[src/rtl/ddr_cmd_arbiter.sv]
// ddr_cmd_arbiter: shares the DDR user-command port between the read streamer, the
// host write path and controller auto-refresh. It grants one owner at a time, asks
// owners to suspend for refresh or when the other requester is starving, and muxes
// CMD/address/burst_done onto the core port. All logic runs on the falling edge of
// CLK_in to match the DDR user-side timing.
module ddr_cmd_arbiter #(
  parameter int MAX_HOLD  = 64,
  parameter int DRAIN_MAX = 15
) (
  input  logic        CLK_in,
  input  logic        RESET_in,
  input  logic        Init_done,
  input  logic        ar_req,
  input  logic        ar_done,
  input  logic        CMD_ACK_in,
  input  logic        RD_REQ_in,
  input  logic [2:0]  RD_CMD_in,
  input  logic [25:0] RD_ADDR_in,
  input  logic        RD_BURST_DONE_in,
  input  logic        WR_REQ_in,
  input  logic [2:0]  WR_CMD_in,
  input  logic [25:0] WR_ADDR_in,
  input  logic        WR_BURST_DONE_in,
  output logic        RD_GNT_out,
  output logic        WR_GNT_out,
  output logic        RD_HOLD_out,
  output logic        WR_HOLD_out,
  output logic [2:0]  CMD_out,
  output logic [25:0] Addr_out,
  output logic        Burst_done_out,
  output logic        ERR_out
);

  localparam int DCW = $clog2(DRAIN_MAX + 1) + 1;

  typedef enum logic [2:0] {S_IDLE, S_RD, S_WR, S_DRAIN, S_REFRESH, S_ERROR} state_t;
  typedef enum logic [1:0] {OWN_NONE, OWN_RD, OWN_WR} owner_t;

  state_t         state_q, state_d;
  logic [7:0]     wait_q, wait_d;      // cycles the non-owner has been waiting
  logic [DCW-1:0] drain_q, drain_d;    // cycles spent in DRAIN with CMD_ACK still high
  owner_t         prev_q, prev_d;      // owner that released into DRAIN
  logic           held_q, held_d;      // that owner was released under HOLD
  owner_t         fair_q, fair_d;      // one-shot tie-break winner for the next IDLE grant
  logic [2:0]     cmd_q, cmd_d;
  logic [25:0]    addr_q, addr_d;
  logic           bd_q, bd_d;

  logic wait_full;
  logic rd_hold_own, wr_hold_own;

  assign wait_full   = (wait_q >= 8'(MAX_HOLD));
  assign rd_hold_own = (state_q == S_RD) && (ar_req || wait_full);
  assign wr_hold_own = (state_q == S_WR) && (ar_req || wait_full);

  // Next-state, counters and the registered command mux
  always_comb begin
    state_d = state_q;
    wait_d  = wait_q;
    drain_d = drain_q;
    prev_d  = prev_q;
    held_d  = held_q;
    fair_d  = fair_q;
    cmd_d   = 3'b000;
    addr_d  = addr_q;
    bd_d    = 1'b0;
    case (state_q)
      S_IDLE: begin
        wait_d = 8'd0;
        if (Init_done) begin
          if (ar_req) begin
            state_d = S_REFRESH;
          end else if (fair_q == OWN_WR && WR_REQ_in) begin
            state_d = S_WR;
            fair_d  = OWN_NONE;
          end else if (RD_REQ_in) begin
            state_d = S_RD;
            fair_d  = OWN_NONE;
          end else if (WR_REQ_in) begin
            state_d = S_WR;
            fair_d  = OWN_NONE;
          end
        end
      end
      S_RD: begin
        if (!RD_REQ_in || (rd_hold_own && RD_CMD_in == 3'b000)) begin
          state_d = S_DRAIN;
          drain_d = '0;
          wait_d  = 8'd0;
          prev_d  = OWN_RD;
          held_d  = rd_hold_own;
          // A release forced by starvation hands the next tie to the waiter
          fair_d  = (wait_full && !ar_req) ? OWN_WR : OWN_NONE;
        end else begin
          cmd_d  = RD_CMD_in;
          addr_d = RD_ADDR_in;
          bd_d   = RD_BURST_DONE_in;
          if (WR_REQ_in && wait_q != 8'hFF) wait_d = wait_q + 8'd1;
        end
      end
      S_WR: begin
        if (!WR_REQ_in || (wr_hold_own && WR_CMD_in == 3'b000)) begin
          state_d = S_DRAIN;
          drain_d = '0;
          wait_d  = 8'd0;
          prev_d  = OWN_WR;
          held_d  = wr_hold_own;
          fair_d  = (wait_full && !ar_req) ? OWN_RD : OWN_NONE;
        end else begin
          cmd_d  = WR_CMD_in;
          addr_d = WR_ADDR_in;
          bd_d   = WR_BURST_DONE_in;
          if (RD_REQ_in && wait_q != 8'hFF) wait_d = wait_q + 8'd1;
        end
      end
      S_DRAIN: begin
        if (!CMD_ACK_in) begin
          if (ar_req) begin
            state_d = S_REFRESH;
            held_d  = 1'b1;
            // Owner suspended by refresh regains the port first, unless a
            // starvation claim is already pending
            if (fair_q == OWN_NONE) fair_d = prev_q;
          end else begin
            state_d = S_IDLE;
            prev_d  = OWN_NONE;
            held_d  = 1'b0;
          end
        end else if (drain_q >= DCW'(DRAIN_MAX)) begin
          state_d = S_ERROR;
        end else begin
          drain_d = drain_q + DCW'(1);
        end
      end
      S_REFRESH: begin
        if (ar_done) begin
          state_d = S_IDLE;
          prev_d  = OWN_NONE;
          held_d  = 1'b0;
        end
      end
      S_ERROR: begin
        state_d = S_ERROR;
      end
      default: begin
        state_d = S_ERROR;
      end
    endcase
  end

  // State and output registers; reset aborts immediately, mid-burst or not
  always_ff @(negedge CLK_in or posedge RESET_in) begin
    if (RESET_in) begin
      state_q <= S_IDLE;
      wait_q  <= 8'd0;
      drain_q <= '0;
      prev_q  <= OWN_NONE;
      held_q  <= 1'b0;
      fair_q  <= OWN_NONE;
      cmd_q   <= 3'b000;
      addr_q  <= 26'd0;
      bd_q    <= 1'b0;
    end else begin
      state_q <= state_d;
      wait_q  <= wait_d;
      drain_q <= drain_d;
      prev_q  <= prev_d;
      held_q  <= held_d;
      fair_q  <= fair_d;
      cmd_q   <= cmd_d;
      addr_q  <= addr_d;
      bd_q    <= bd_d;
    end
  end

  // HOLD follows ar_req combinationally while owning, then persists through drain/refresh
  always_comb begin
    RD_HOLD_out = rd_hold_own;
    WR_HOLD_out = wr_hold_own;
    if ((state_q == S_DRAIN || state_q == S_REFRESH) && held_q) begin
      RD_HOLD_out = (prev_q == OWN_RD);
      WR_HOLD_out = (prev_q == OWN_WR);
    end
    if (state_q == S_ERROR) begin
      RD_HOLD_out = 1'b1;
      WR_HOLD_out = 1'b1;
    end
  end

  assign RD_GNT_out     = (state_q == S_RD);
  assign WR_GNT_out     = (state_q == S_WR);
  assign ERR_out        = (state_q == S_ERROR);
  assign CMD_out        = cmd_q;
  assign Addr_out       = addr_q;
  assign Burst_done_out = bd_q;

endmodule

[config.mk]
export PLATFORM = sky130hd
export DESIGN_NAME = ddr_cmd_arbiter
export DESIGN_NICKNAME = d
export VERILOG_FILES = /design/src/rtl/ddr_cmd_arbiter.sv
export SDC_FILE = /design/constraint.sdc
export NUM_CORES = 1
export LEC_CHECK = 0
export ABC_AREA = 0
export CORE_ASPECT_RATIO = 2
export CORE_MARGIN = 1.5
export CORE_UTILIZATION = 45
export CTS_CLUSTER_SIZE = 20
export DETAILED_ROUTE_END_ITERATION = 16
export PLACE_DENSITY = 0.81
export SETUP_SLACK_MARGIN = 0.4
export SKIP_CTS_REPAIR_TIMING = 1
export SLEW_MARGIN = 15
export SYNTH_ARGS = -nofsm -noshare
export SYNTH_HDL_FRONTEND = slang
export SYNTH_SLANG_ARGS = --single-unit
[constraint.sdc]
create_clock -name CLK_in -period 3.1 [get_ports CLK_in]
set_input_delay 0.62 -clock CLK_in [delete_from_list [all_inputs] [get_ports CLK_in]]
set_output_delay 0.62 -clock CLK_in [all_outputs]
set_load 0.02 [all_outputs]
# Yosys cells after proc, flatten, opt, wreduce, memory -nomap -nowiden
# Index checks and enable logic that the tools add are counted.
[totals]
register_bits = 51
latchBits = 0
ramBits = 0
romBits = 0
inputBits = 68
elab_cells = 132
memories = 0
[op_classes]
addsub = 2
n_mul = 0
n_div = 0
n_lt_le_gt_ge = 2
eq_ne = 27
shifts = 0
muxes = 60
n_bitwise = 0
n_reduce_logical = 32
[op_table]
columns = ["op", "n"]
rows = [
  ["$mux W26", 2],
  ["$pmux W26 S2", 1],
  ["$mux W3", 13],
  ["$mux W2", 16],
  ["$mux W8", 4],
  ["$pmux W8 S3", 1],
  ["$ne A2 B2 Y1 const B", 11],
  ["$mux W5", 4],
  ["$pmux W2 S4", 2],
  ["$pmux W3 S5", 1],
  ["$pmux W5 S3", 1],
  ["$mux W1", 12],
  ["$reduce_and A6 Y1", 2],
  ["$reduce_and A5 Y1", 2],
  ["$logic_and A1 B1 Y1", 9],
  ["$logic_not A3 Y1", 3],
  ["$reduce_and A9 Y1", 1],
  ["$add A8 B1 Y8 const B", 1],
  ["$ge A8 B7 Y1 const B", 1],
  ["$ne A8 B8 Y1 const B", 1],
  ["$reduce_bool A4 Y1", 2],
  ["$eq A3 B2 Y1 const B", 2],
  ["$eq A3 B3 Y1 const B", 2],
  ["$ne A3 B1 Y1 const B", 2],
  ["other kinds (18)", 27],
]

# Depth between registers and ports, before layout
# Gate-level depths: netlist (run 1).
[depth]
word_depth = 7
depth_mapped = 8

==> results.toml, run 1 <==
[sta]
drv_slew = 0
clock_skew_ns = 0.00779
slew_headroom_pct = 41.5
fin_ws_ns = -0.684
finalHoldViolCount = 0
holdWs_ns = 0.495
rsz0062_at_grt = "yes"
setup_viol = 66
worstMarginPinSlew_ns = 0.871
setup_tns_ns = -15.53

[detailed_routing]
routedWlPerCell_um = 26.0
drtIter0Drc = 232
viasPerCell = 6.34
final_antenna_net_count = 0
routed_wl_mm = 13.8
drt_first_pass_iters = 4
vias = 3373
drc = 0

[power_and_ir_drop]
p_total_mw = 5.39
vdd_drop_max_mv = 0.917
p_leak_nw = 2.38
powerDensity_nw_per_um2 = 993

[run]
drv_cap = 0

[place]
dp.cells = 480
portBuffers = 102
detailed_place_hpwl_mm = 6.74
place_congestion = 0.884

[clocking]
clkSinkCount = 51
clk_pin_slew_worst_paths_ns = 0.05
cts_root_buf = "clkbuf_16"
htreeDepth = 2
clkLatencyLatePin_ns = 0.32
cts_buffers = 5
clock_path_buffers = 2
cts_tree = "built"

[critical_path]
critPathMaxFanout = 2
critPathArrivalTime_ns = 3.16
critical_path_class = "reg2out"
worstPathRequired_ns = 2.48
rr_worst_depth = 9
cp-start-kind = "flop"
end_kind = "output pin"

[synthesis]
syn_avg_cell_area_um2 = 9.80
yosysWarnings = 0
ys_seq_area_share_pct = 45.4
synth_ff_type = "dfrtn_1"
synth_common_cells = "51 x dfrtn_1, 36 x o21ai_1, 34 x nand2_1"
synth_cells = 287
synthesis.nets = 358
ys_top_cells_by_area = "dfrtn_1 45%, mux2i_1 10%, o21ai_1 6.4%"
synth_cell_types = 54
synth-async-reset-ratio_pct = 100
syn_area_um2 = 2810
synth-edff-count = 0
yosys_register_bits = 51
synth_largest_area_cell = "dfrtn_1"
synth_most_common_cell = "dfrtn_1"
yosys.area.top_type_share_pct = 45.4

[layout]
num_antenna_cells = 0
stdcell_count = 532
drive_above_1_share_pct = 49.5
nets = 539
postLayoutCoreUtil_pct = 90.3
area_growth_pct = 92.9

[global_routing]
grt_max_degree = 52
grt_overflow_total = 0
grt_pass1_vias = 2752
grt_pass1_wl_mm = 13.4
antenna_found_initial = 0
groute.usage.overall_pct = 26.2

[outcome]
violations = "setup timing"
status = "complete, but fails checks"

[floorplanning]
dieArea_um2 = 6760
design.core.area_um2 = 6010
io_pins = 103
die_x_um = 58.9
start_util_pct = 46.8
num_rows = 40
fp.dieH_um = 115

[worst_hold_path]
hold_path_depth = 2
hold_class = "reg2reg"
==> cells by family after synthesis <==
kind of cell | synth area share, %
xor gates and xnor gates | 0.312
muxes | 10.8
DFF | 45.4
buffers and inverters | 4.05
adders and majority gates | 1.34
and+or+nand+nor | 17.6
AOI/OAI and AO/OA | 20.6
==> state kept, by name, indices dropped and copies added (netlist names) <==
name            cells
drain_q             5
Addr_out           26
CMD_out             3
held_q              1
fair_q              2
prev_q              2
Burst_done_out      1
state_q             3
wait_q              8
==> final timing paths <==
kind	end	start	slack, ns
hold / removal	Addr_out[11]	Addr_out[11]	0.50
hold reg to reg	Addr_out[11]	Addr_out[11]	0.50
min in group asynchronous	Addr_out[5]	RESET_in	2.21
setup reg to reg	wait_q[5]	state_q[1]	0.28
setup / recovery	RD_HOLD_out	wait_q[6]	-0.68
max in group asynchronous	Addr_out[18]	RESET_in	0.62
==> final cells by class <==
type / instances / area, um^2
well taps: 63 / 78.8
fillers: 241 / 583
repair buffers: 188 / 1890
multi-input cells: 212 / 1990
flip-flops and latches: 51 / 1280
clock buffers: 6 / 129
inverters: 10 / 43.8
clock inverters: 2 / 12.5
==> through the flow <==
stage	worst slack [ns]	cell area (um^2)
2_1_floorplan	-0.506	3000
6_report	-0.684	5420
3_3_place_gp	-1.03	4310
3_5_place_dp	-1.10	4310
4_1_cts	-1.05	4450
5_1_grt	-0.694	5420
==> critical path, stage by stage (launching register included) <==
cell and delay, ns:
dfrtn_1 0.37, nor2_1 0.15, nand2_1 0.15, o21ai_0 0.34, o31ai_4 0.13, buf_6 0.15
==> power by group <==
part | internal, mW | leakage [nW] | switching (mW)
Combinational | 1.76 | 1.66 | 1.87
Clock | 0.299 | 0.0669 | 0.269
Sequential | 0.923 | 0.663 | 0.261
Total | 2.98 | 2.38 | 2.40
==> layout by cell type, fill, tap and decap left out, types with 4 or more instances in the layout <==
master | netlist | final
inv_1 | 9 | 8
and3_1 | 5 | 4
a22o_1 | 4 | 4
nand2_4 | 0 | 19
o21ai_0 | 7 | 6
nand2_1 | 34 | 8
nand3_1 | 7 | 4
buf_6 | 0 | 51
clkbuf_16 | 0 | 8
mux2i_1 | 28 | 28
o31ai_4 | 0 | 4
nand4_1 | 5 | 5
clkdlybuf4s50_1 | 0 | 55
nand3_4 | 0 | 4
a21oi_1 | 5 | 4
nor2_1 | 12 | 11
buf_8 | 0 | 5
buf_4 | 2 | 65
o21ai_1 | 36 | 11
nand2_2 | 0 | 7
dfrtn_1 | 51 | 51
buf_12 | 0 | 4
o211ai_1 | 7 | 7
o21ai_2 | 0 | 24
==> per-layer routing <==
metal,wire (um),global-route usage [%],part of all wire (%),up-vias
met3,918,5.17,6.6,69
met5,0,0,0,-
met2,7540,48.6,54,225
met4,781,14.2,5.6,0
met1,4600,25.9,33,1654
li1,-,-,-,1425
Power figures use the tool's default switching activity.
==> run 2, diff against run 1 <==
--- a/config.mk
+++ b/config.mk
@@ -6,12 +6,14 @@
 export NUM_CORES = 1
 export LEC_CHECK = 0
 export ABC_AREA = 0
+export CAP_MARGIN = 20
 export CORE_ASPECT_RATIO = 2
 export CORE_MARGIN = 1.5
 export CORE_UTILIZATION = 45
+export CTS_BUF_LIST = sky130_fd_sc_hd__clkbuf_4
 export CTS_CLUSTER_SIZE = 20
 export DETAILED_ROUTE_END_ITERATION = 16
-export PLACE_DENSITY = 0.81
+export DONT_BUFFER_PORTS = 1
 export SETUP_SLACK_MARGIN = 0.4
 export SKIP_CTS_REPAIR_TIMING = 1
 export SLEW_MARGIN = 15
==> run 2 against run 1 <==
Effect of this change: the run still ends with setup timing left; sequential power grew 14%; utilization is 26 points lower; final area fell by 29%; sequential cell count unchanged; non-clock buffer count down 141; worst hold slack got worse by 0.049 ns; wire length decreased by 39%; via count is 26% lower; critical path type unchanged; highest routed layer unchanged.
==> results.toml, run 2 (same netlist as run 1, synthesis figures left out) <==
[floorplanning]
io_pins = 103
dieArea_um2 = 6760
num_rows = 40
design.core.area_um2 = 6010
die_x_um = 58.9
start_util_pct = 46.8
fp.dieH_um = 115

[clocking]
clock_path_buffers = 2
htreeDepth = 2
clkLatencyLatePin_ns = 0.36
clkSinkCount = 51
cts_buffers = 5
cts_tree = "built"
cts_root_buf = "clkbuf_4"
clk_pin_slew_worst_paths_ns = 0.09

[critical_path]
critPathArrivalTime_ns = 3.01
critPathBufInv = 0
cp_cell_sequence = "and3b_2, o21ai_4, o31ai_4"
worstPathRequired_ns = 2.48
cp_slowest_stage_delay_ns = 0.45
reg2reg_from = "state_q[1]"
rr_endpoint = "drain_q[2]"
critPathMaxFanout = 3
cp-start-kind = "flop"
end_kind = "output pin"
cp_top_family = "flip-flops"
critical_path_class = "reg2out"
regToRegSetupSlack_ns = 0.58
slowest_stage = "dfrtn_1"
rr_worst_depth = 9

[global_routing]
grt_use_met3_pct = 4.16
grt_max_degree = 53
antenna_found_initial = 0
grt.busiest_layer = "met2"
grt_pass1_vias = 2280
groute.usage.overall_pct = 22.0
grt_overflow_total = 0
use_met2_pct = 40.6
grt_util_met1_pct = 21.8
grt_pass1_wl_mm = 11.1

[power_and_ir_drop]
powerDensity_nw_per_um2 = 1010
p_leak_nw = 1.59
swShare_pct = 46.4
intPower_mw = 2.07
power_frac_seq_pct = 34.7
p_comb_share_pct = 55.3
power.switching_mw = 1.79
vdd_drop_max_mv = 0.553
clockPowerShare_pct = 10.0

[worst_hold_path]
hold_class = "reg2reg"
hold_end = "wait_q[0]"
hp-start = "wait_q[0]"
hold_path_depth = 1

[detailed_routing]
routedWlPerCell_um = 21.6
final_antenna_net_count = 0
viasPerCell = 6.40
drc = 0
drt_first_pass_iters = 4
drtIter0Drc = 72
routed_wl_mm = 8.41
vias = 2488

[layout]
largest_reg_flops = 26
nets = 397
drive_above_1_share_pct = 41.4
final_cell_mix = "51 x dfrtn_1, 32 x buf_4, 28 x mux2i_1"
layout_commonest_cell = "dfrtn_1"
area_growth_pct = 36.4
num_antenna_cells = 0

[sta]
finalHoldViolCount = 0
clock_skew_ns = 0.0101
setup_tns_ns = -6.84
fin_ws_ns = -0.526
worstMarginPinSlew_ns = 0.763
setup_viol = 58
slew_headroom_pct = 48.8
drv_slew = 0
rsz0062_at_grt = "yes"

[run]
drv_cap = 0

[place]
detailed_place_hpwl_mm = 5.59
portBuffers = 0
dpl_worst_slack_ns = -0.554
place_congestion = 0.938

[outcome]
status = "complete, but fails checks"
violations = "setup timing"
run 2: worst max-delay path by stage:
| stage | slack [ns] | from | cells after the start | to |
|---|---|---|---|---|
| CTS | -0.59 | wait_q[7] | 4 | RD_HOLD_out |
| finish | -0.53 | state_q[1] | 3 | WR_HOLD_out |
| floorplan | -0.51 | ar_req | 6 | fair_q[0] |
| detailed placement | -0.55 | CMD_ACK_in | 4 | fair_q[0] |
| global route | -0.60 | state_q[1] | 3 | WR_HOLD_out |
| global placement | -0.52 | CMD_ACK_in | 4 | fair_q[0] |
run 2: worst register-to-register path, stage by stage (launching register included):
cell	delay (ns)
dfrtn_1	0.45
buf_4	0.14
nor3b_4	0.28
buf_12	0.22
buf_4	0.33
nand3_4	0.22
a2111oi_4	0.44
buf_4	0.21
and4b_1	0.20
a21o_1	0.09
run 2: power by group through the flow:
stage          registers, mW  clock network, mW  logic (mW)
2_1_floorplan           1.27                  0        1.16
3_3_place_gp            1.30                  0        1.50
3_5_place_dp            1.31                  0        1.51
4_1_cts                 1.29              0.402        1.52
5_1_grt                 1.37              0.420        2.28
6_report                1.34              0.385        2.13
run 2: per-stage QoR:
stage / hold WS [ns] / std cells / total power, mW / cell area [um^2] / util (%)
after floorplan: 0.419 / 287 / 2.44 / 3000 / -
after global placement: 0.442 / 372 / 2.80 / 3260 / 54.2
after detailed placement: 0.448 / 372 / 2.82 / 3260 / 54.2
after CTS: 0.451 / 379 / 3.21 / 3330 / 55.5
after global routing: 0.473 / 389 / 4.08 / 3830 / 63.9
final: 0.446 / 389 / 3.86 / 3830 / 63.9
run 2: cell type report:
class,count,area (um^2)
clock buffers,5,37.5
well taps,63,78.8
inverters,10,41.3
fillers,481,2170
multi-input cells,211,1890
clock inverters,2,37.5
flip-flops and latches,51,1280
repair buffers,47,477
run 2: per-layer routing:
metal | part of all wire [%] | vias up
met3 | 4.3 | 30
met4 | 4.1 | 0
li1 | - | 1144
met5 | 0 | -
met1 | 33 | 1215
met2 | 59 | 99
==> run 3, diff against run 2 <==
--- a/config.mk
+++ b/config.mk
@@ -7,7 +7,6 @@
 export LEC_CHECK = 0
 export ABC_AREA = 0
 export CAP_MARGIN = 20
-export CORE_ASPECT_RATIO = 2
 export CORE_MARGIN = 1.5
 export CORE_UTILIZATION = 45
 export CTS_BUF_LIST = sky130_fd_sc_hd__clkbuf_4
==> run 3 against run 2 <==
Effect of this change: the flow still finishes with violations (setup timing); wire length decreased by 8.5%; final cell count increased by 3.6%; sequential power hardly changed; highest routed layer unchanged; critical path depth did not move; largest power group unchanged.
==> results.toml, run 3 (same netlist as run 1, synthesis figures left out) <==
[layout]
area_growth_pct = 34.9
largest_reg_flops = 26
num_antenna_cells = 0
drive_above_1_share_pct = 39.6
nets = 399
final_cell_mix = "51 x dfrtn_1, 35 x buf_4, 28 x mux2i_1"
postLayoutCoreUtil_pct = 63.3
layout_commonest_cell = "dfrtn_1"

[worst_hold_path]
hold_class = "reg2reg"

[global_routing]
grt_overflow_total = 0
groute.usage.overall_pct = 20.7
grt_pass1_vias = 2104
antenna_found_initial = 0
grt_pass1_wl_mm = 10.4
grt_max_degree = 42

[detailed_routing]
drc = 0
routed_wl_mm = 7.69
final_antenna_net_count = 0
viasPerCell = 5.91
drtIter0Drc = 158
drt_first_pass_iters = 4
vias = 2380
routedWlPerCell_um = 19.1

[power_and_ir_drop]
p_total_mw = 3.80
vdd_drop_max_mv = 0.658
p_leak_nw = 1.60
powerDensity_nw_per_um2 = 1000

[clocking]
cts_buffers = 5
htreeDepth = 2
clock_path_buffers = 2
cts_tree = "built"
clkLatencyLatePin_ns = 0.36
cts_root_buf = "clkbuf_4"
clk_pin_slew_worst_paths_ns = 0.10
clkSinkCount = 51

[outcome]
status = "complete, but fails checks"
violations = "setup timing"

[place]
place_congestion = 0.859
portBuffers = 0
detailed_place_hpwl_mm = 5.24

[sta]
clock_skew_ns = 0.0102
drv_slew = 0
slew_headroom_pct = 55.2
setup_viol = 49
rsz0062_at_grt = "yes"
finalHoldViolCount = 0
worstMarginPinSlew_ns = 0.667
fin_ws_ns = -0.610

[critical_path]
worstPathRequired_ns = 2.48
end_kind = "output pin"
critical_path_class = "reg2out"
critPathMaxFanout = 4
regToRegSetupSlack_ns = 0.52
critPathArrivalTime_ns = 3.09
cp-start-kind = "flop"

[floorplanning]
io_pins = 103
fp.dieH_um = 82.0
die_x_um = 82.0
design.core.area_um2 = 5990
num_rows = 28
start_util_pct = 46.9
dieArea_um2 = 6730

[run]
drv_cap = 0
run 3: cell count changes in the layout (fill, tap and decap cells not counted), sizes merged:
cell    change
buf         +2
clkbuf      +1
a22oi       -1
run 3: stage by stage:
stage          std cells  area [um^2]  setup WS, ns  hold slack, ns  setup TNS [ns]
4_1_cts              391         3350        -0.588           0.445           -3.41
2_1_floorplan        287         3000        -0.506           0.419          -20.10
3_5_place_dp         384         3270        -0.467           0.442          -19.13
6_report             403         3790        -0.610           0.477           -4.32
5_1_grt              403         3790        -0.664           0.496           -7.22
3_3_place_gp         384         3270        -0.452           0.437          -18.83
run 3: final cells by class:
type	instances	area [um^2]
fill	502	2200
multi-input combinational	210	1790
sequential	51	1280
timing repair buffer	50	517
tap	75	93.8
inverter	10	41.3
clock buffer	5	37.5
clock inverter	2	37.5
run 3: power by group:
part	leakage (nW)	switching, mW	internal [mW]	total, mW
logic	0.901	1.07	1.00	2.07
clock network	0.0373	0.223	0.166	0.389
registers	0.663	0.416	0.920	1.34
run 3: critical path: stages (launching register included):
cell	delay [ns]
dfrtn_1	0.48
and3b_2	0.25
o21ai_4	0.09
o31ai_4	0.37
run 3: per-layer routing:
metal / track usage [%] / part of all wire (%)
met5: 0 / 0
met3: 4.89 / 5.7
met1: 29.4 / 45
met2: 30.4 / 48
met4: 7.46 / 0.94
run 3: path summary, 6_finish.rpt:
path	startpoint	end	depth (start not counted)
max in group asynchronous	RESET_in	Addr_out[15]	2
hold reg to reg	wait_q[0]	wait_q[0]	1
hold / removal	wait_q[0]	wait_q[0]	1
setup / recovery	state_q[1]	WR_HOLD_out	3
min in group asynchronous	RESET_in	Addr_out[18]	1
setup reg to reg	state_q[1]	wait_q[7]	9
